--- config.mk ---
export PLATFORM = sky130hd
export DESIGN_NAME = fsk_frame_sched
export DESIGN_NICKNAME = d
export VERILOG_FILES = /design/src/rtl/fsk_pkg.sv /design/src/rtl/fsk_rr_arb.sv /design/src/rtl/fsk_frame_sched.sv
export SDC_FILE = /design/constraint.sdc
export NUM_CORES = 1
export LEC_CHECK = 0
export BUFFER_PORTS_ARGS = -buffer_cell sky130_fd_sc_hd__buf_2
export CELL_PAD_IN_SITES_DETAIL_PLACEMENT = 0
export CELL_PAD_IN_SITES_GLOBAL_PLACEMENT = 1
export CORE_MARGIN = 2
export CORE_UTILIZATION = 35
export CTS_CLUSTER_DIAMETER = 50
export CTS_CLUSTER_SIZE = 24
export DETAILED_ROUTE_END_ITERATION = 8
export PLACE_DENSITY = 0.66
export SETUP_SLACK_MARGIN = 0.3
export SLEW_MARGIN = 0
export SYNTH_ARGS = -nofsm -noshare
export SYNTH_HDL_FRONTEND = slang
export SYNTH_HIERARCHICAL = 1
export SYNTH_SLANG_ARGS = --single-unit
--- constraint.sdc ---
create_clock -name clk -period 4.8 [get_ports clk]
set_clock_uncertainty 0.15 [all_clocks]
set_input_delay 0.48 -clock clk [delete_from_list [all_inputs] [get_ports clk]]
set_output_delay 0.48 -clock clk [all_outputs]
set_load 0.005 [all_outputs]
--- src/rtl/fsk_pkg.sv ---
// Shared constants and types for the FSK frame scheduler.
// Optional parity bit is controlled by the macro FSK_FRAME_PARITY_EN.
package fsk_pkg;

    // Frame header, transmitted MSB first: 1,1,0
    localparam logic [2:0] HDR     = 3'b110;
    localparam int         HDR_LEN = 3;

`ifdef FSK_FRAME_PARITY_EN
    localparam int PAR_LEN = 1;
`else
    localparam int PAR_LEN = 0;
`endif

    typedef enum logic {
        IDLE = 1'b0,
        SEND = 1'b1
    } state_e;

    // Total frame length in bit-cycles for a given payload width
    function automatic int frame_len(input int data_w);
        return HDR_LEN + data_w + PAR_LEN;
    endfunction

endpackage

--- src/rtl/fsk_rr_arb.sv ---
// Round-robin arbiter: search starts just above last_grant and wraps.
module fsk_rr_arb #(
    parameter int NUM_REQ = 4,
    parameter int IDX_W   = $clog2(NUM_REQ)
) (
    input  logic [NUM_REQ-1:0] req,
    input  logic [IDX_W-1:0]   last_grant,
    output logic [NUM_REQ-1:0] grant,
    output logic [IDX_W-1:0]   idx,
    output logic               any
);

    logic [IDX_W-1:0] cand;

    // First requester found walking upward from last_grant+1 wins
    always_comb begin
        grant = '0;
        idx   = '0;
        any   = 1'b0;
        cand  = '0;
        for (int off = 1; off <= NUM_REQ; off++) begin
            cand = IDX_W'((int'(last_grant) + off) % NUM_REQ);
            if (!any && req[cand]) begin
                any         = 1'b1;
                grant[cand] = 1'b1;
                idx         = cand;
            end
        end
    end

endmodule

--- src/rtl/fsk_frame_sched.sv ---
// FSK frame scheduler: arbitrates requesters round-robin and serialises
// header, payload (LSB first) and optional parity, back-to-back.
// Parity bit appended when FSK_FRAME_PARITY_EN is defined.
module fsk_frame_sched
    import fsk_pkg::*;
#(
    parameter int NUM_REQ = 4,
    parameter int DATA_W  = 4
) (
    input  logic                       clk,
    input  logic                       reset,
    input  logic [NUM_REQ-1:0]         req,
    input  logic [NUM_REQ*DATA_W-1:0]  req_data,
    output logic [NUM_REQ-1:0]         ack,
    output logic                       ser_out,
    output logic                       ser_valid,
    output logic                       frame_start,
    output logic [$clog2(NUM_REQ)-1:0] owner,
    output logic                       busy
);

    localparam int IDX_W = $clog2(NUM_REQ);
    localparam int FL    = frame_len(DATA_W);
    localparam int CNT_W = $clog2(FL);

    state_e              state_q, state_d;
    logic [CNT_W-1:0]    cnt_q, cnt_d;
    logic [DATA_W-1:0]   payload_q, payload_d;
    logic [IDX_W-1:0]    last_q, last_d;
    logic [IDX_W-1:0]    owner_q, owner_d;
    logic [NUM_REQ-1:0]  ack_q, ack_d;
    logic                ser_out_q, ser_out_d;
    logic                ser_valid_q, ser_valid_d;
    logic                frame_start_q, frame_start_d;

    logic [NUM_REQ-1:0]  arb_grant;
    logic [IDX_W-1:0]    arb_idx;
    logic                arb_any;
    logic [DATA_W-1:0]   sel_payload;
    logic [FL-1:0]       frame_vec;
    logic                grant_ok;

    // Frame laid out so that bit k of the vector is sent in bit-cycle k
    function automatic logic [FL-1:0] build_frame(input logic [DATA_W-1:0] p);
`ifdef FSK_FRAME_PARITY_EN
        return {^p, p, HDR[0], HDR[1], HDR[2]};
`else
        return {p, HDR[0], HDR[1], HDR[2]};
`endif
    endfunction

    fsk_rr_arb #(.NUM_REQ(NUM_REQ), .IDX_W(IDX_W)) u_arb (
        .req        (req),
        .last_grant (last_q),
        .grant      (arb_grant),
        .idx        (arb_idx),
        .any        (arb_any)
    );

    // Payload of the arbitration winner
    always_comb begin
        sel_payload = '0;
        for (int i = 0; i < NUM_REQ; i++)
            if (arb_grant[i]) sel_payload = req_data[i*DATA_W +: DATA_W];
    end

    // Next state: arbitrate in IDLE or on the last bit, otherwise shift out
    always_comb begin
        state_d       = state_q;
        cnt_d         = cnt_q;
        payload_d     = payload_q;
        last_d        = last_q;
        owner_d       = owner_q;
        ack_d         = '0;
        ser_out_d     = 1'b0;
        ser_valid_d   = 1'b0;
        frame_start_d = 1'b0;
        frame_vec     = build_frame(payload_q);
        grant_ok      = (state_q == IDLE) || (cnt_q == CNT_W'(FL - 1));
        if (grant_ok) begin
            cnt_d = '0;
            if (arb_any) begin
                state_d       = SEND;
                payload_d     = sel_payload;
                last_d        = arb_idx;
                owner_d       = arb_idx;
                ack_d         = arb_grant;
                frame_start_d = 1'b1;
                ser_valid_d   = 1'b1;
                ser_out_d     = HDR[HDR_LEN-1];
            end else begin
                state_d = IDLE;
            end
        end else begin
            cnt_d       = cnt_q + CNT_W'(1);
            ser_valid_d = 1'b1;
            ser_out_d   = frame_vec[cnt_d];
        end
    end

    // State and registered outputs; reset abandons any frame in flight
    always_ff @(posedge clk or negedge reset) begin
        if (!reset) begin
            state_q       <= IDLE;
            cnt_q         <= '0;
            payload_q     <= '0;
            last_q        <= IDX_W'(NUM_REQ - 1);
            owner_q       <= '0;
            ack_q         <= '0;
            ser_out_q     <= 1'b0;
            ser_valid_q   <= 1'b0;
            frame_start_q <= 1'b0;
        end else begin
            state_q       <= state_d;
            cnt_q         <= cnt_d;
            payload_q     <= payload_d;
            last_q        <= last_d;
            owner_q       <= owner_d;
            ack_q         <= ack_d;
            ser_out_q     <= ser_out_d;
            ser_valid_q   <= ser_valid_d;
            frame_start_q <= frame_start_d;
        end
    end

    assign ack         = ack_q;
    assign ser_out     = ser_out_q;
    assign ser_valid   = ser_valid_q;
    assign frame_start = frame_start_q;
    assign owner       = owner_q;
    assign busy        = (state_q == SEND);

endmodule

==> run_results.csv <==
group,metric,value,unit
setup_path,crit_type,"register to register",
yosys,ys_ff_latch,19,
floorplanning,fp.dieH,67.67,um
placement,place_area,1568,um^2
route,wl_per_cell,13.95,um
placement,placed_cells_incl_taps,218,
timing,hold_viol,0,
clock_network,clk_latency,0.25,ns
route,wirelength,3098,um
yosys,synth.top_cell.area_share,29.98,%
yosys,synth_warnings,6,
setup_path,cp_max_fo,17,
power_and_ir_drop,p_int,619.5,uW
clock_network,cts_hold_buf,0,
yosys,yosysUniqueCellTypes,44,
timing,tns,0,ns
setup_path,r2r_setup_slack,1.53,ns
route,wl_met2,1516,um
yosys,synth.avg_cell_area,9.718,um^2
yosys,synth.area.top_cells,"dfrtp_1, ha_1, a221o_1",
timing,max_freq,305.9,MHz
route,top_layer,"met4",
layout,syn_to_final_growth,13.67,%
clock_network,ctsResizeCount,0,
grt,grt_pass1_wl,5043,um
grt,grt.total_usage,14.33,%
yosys,synth_edf_count,0,
grt,grt_overflow,0,
floorplanning,dieArea,4579,um^2
power_and_ir_drop,p_leak,0.7434,nW
placement,place.port_buffers,31,
clock_network,post-cts-setup-buffers,0,
setup_path,timing.reg2reg.worst_path_depth,8,
layout,drive_gt1_share,29.07,%
power_and_ir_drop,p_per_area,685.4,nW/um^2
layout,nFillCells,394,
floorplanning,rows,23,
yosys,async_flop_share,100.0,%
layout,layout.nets,205,
power_and_ir_drop,comb_power_share,63.2,%
timing,fin_crit_sh,68.10,%
timing,maxSlewViolCount,0,
layout,final_cell_area,1613,um^2
timing,fin_ws,1.531,ns
clock_network,numCtsBuffers,3,
power_and_ir_drop,pwr-share-clk,9.7,%
route,final_antenna_net_count,0,
layout,antennaDiodeCount,0,
placement,dp_slack,1.594,ns
yosys,synth_area,1419,um^2
status,status,"finished, final reports clean",
route,dr.pass1.iters,4,
hold_path,hp-class,"primary input to asynchronous set/reset pin",
layout,stdcell_count,222,
flow_run,cap_viol_max_count,0,
yosys,yosysTopAreaCell,"dfrtp_1",
setup_path,cp-start-kind,"register",
yosys,synthFlopType,"dfrtp_1",
route,drc,0,
setup_path,crit_required,4.82,ns
grt,antenna_found_initial,0,
setup_path,crit_arrival,3.29,ns
grt,grt_pass1_vias,1128,
power_and_ir_drop,p_seq_share,27.1,%
setup_path,crit_path_end_kind,"register",
power_and_ir_drop,ir_worst_vdd,307.6,uV
route,via_per_inst,5.225,
yosys,ys_seq_area_share,33.69,%
route,drtIter0Drc,47,
floorplanning,die_w,67.67,um
timing,rsz0062_at_grt,"false",
clock_network,cts_sinks,19,
placement,gp_congestion,0.8522,
clock_network,cts.path.max_buffers,2,
route,routed-via-count,1160,
clock_network,clk_pin_slew,0.07,ns
grt,grt_max_degree,20,
placement,dp_hpwl,2361,um
power_and_ir_drop,switching_share,43.95,%
timing,worst_pin_slew,0.3657,ns
floorplanning,start_util,35.99,%
timing,relSlewSlack,74.93,%
timing,setup_viol,0,
floorplanning,ioPinCount,32,
route,dr_wl_met3,97,um
clock_network,tritoncts,"built",
yosys,synth_cells,146,
timing,fin_crit,3.269,ns
power_and_ir_drop,power_switching,485.8,uW
floorplanning,core_area,3943,um^2
clock_network,cts_max_level,1,
route,m1WireLength,1476,um
clock_network,root_buffer,"clkbuf_8",
yosys,syn_nets,178,
==> metal layers <==
metal | GRT usage, % | vias up
li1 | - | 580
met1 | 18.29 | 558
met2 | 24.88 | 20
met3 | 2.000 | 2
met4 | 4.337 | 0
met5 | 0 | -
==> path summary, 6_finish.rpt <==
check | from | endpoint
max | last_q[0] | payload_q[2]
min | reset | cnt_q[1]
max reg2reg | last_q[0] | payload_q[2]
min reg2reg | owner[1] | owner[1]
max in group asynchronous | reset | last_q[0]
min in group clk | req_data[13] | payload_q[1]
==> cell usage after synthesis, types with 2 or more instances <==
library cell  count
dfstp_2           2
o21ai_1           5
dfrtp_1          17
ha_1             10
nand3b_1          4
mux2i_1           2
a221o_1           9
inv_1             9
a21oi_1          10
nor2_1            8
a31oi_1           6
mux2_4            4
buf_6             4
clkbuf_1          2
nand2_1          16
and3_1            4
nand2b_1          4
nor2b_1           2
o21ai_0           2
a21boi_0          2
==> critical path, stage by stage, from the launching register on <==
cell	delay (ns)
dfstp_2	0.74
inv_2	0.14
ha_1	0.55
mux2i_4	0.38
o21ai_1	0.13
a221o_1	0.37
nand3b_1	0.20
a221o_1	0.32
a31oi_1	0.20
==> metrics by stage <==
| step | utilization [%] | hold slack [ns] | total power [mW] |
|---|---|---|---|
| floorplan | - | 0.03441 | 0.8764 |
| global placement | 39.77 | 0.2804 | 0.9820 |
| detailed placement | 39.77 | 0.2859 | 0.9930 |
| CTS | 40.91 | 0.01537 | 1.105 |
| global route | 40.91 | 0.03446 | 1.196 |
| finish | 40.91 | 0.0008921 | 1.105 |
==> cell type report <==
cell class / count / area, um^2 / area share (%)
Clock buffer: 4 / 45.04 / 2.793
Timing Repair Buffer: 31 / 155.1 / 9.620
Sequential cell: 19 / 478.0 / 29.64
Tap cell: 50 / 62.56 / 3.879
Inverter: 10 / 37.54 / 2.327
Multi-Input combinational cell: 108 / 834.6 / 51.75
==> logic make-up after synthesis <==
| logic type | count (synthesis) | share of synthesized area (%) |
|---|---|---|
| AO/OA/AOI/OAI | 44 | 24.07 |
| AND/OR/NAND/NOR | 44 | 15.70 |
| buffers and inverters | 19 | 7.495 |
| flip-flops | 19 | 33.69 |
| adder cells (fa/ha/maj) | 10 | 8.818 |
| multiplexers | 9 | 9.612 |
| XOR/XNOR | 1 | 0.6174 |
==> power groups by stage <==
stage / sequential, mW / clock, mW / combinational (mW)
5_1_grt: 0.310 / 0.117 / 0.769
4_1_cts: 0.300 / 0.109 / 0.695
3_3_place_gp: 0.299 / 0 / 0.683
2_1_floorplan: 0.277 / 0 / 0.599
6_report: 0.299 / 0.107 / 0.699
3_5_place_dp: 0.301 / 0 / 0.692
==> placed cells by master, fill, tap and decap left out, drive strengths merged, types with 5 or more instances in the layout <==
cell type,count
buf,31
dfrtp,17
nand2,16
a21oi,11
ha,10
inv,10
a221o,9
nor2,9
o21ai,7
a31oi,6
mux2,5
==> registers in the layout (all words and copies together), names as in the netlist <==
| signal | cells |
|---|---|
| owner | 2 |
| ser_valid | 1 |
| busy | 1 |
| frame_start | 1 |
| cnt_q | 3 |
| last_q | 2 |
| ser_out | 1 |
| payload_q | 4 |
| ack | 4 |
No activity file was read; power rests on OpenSTA's default activity.
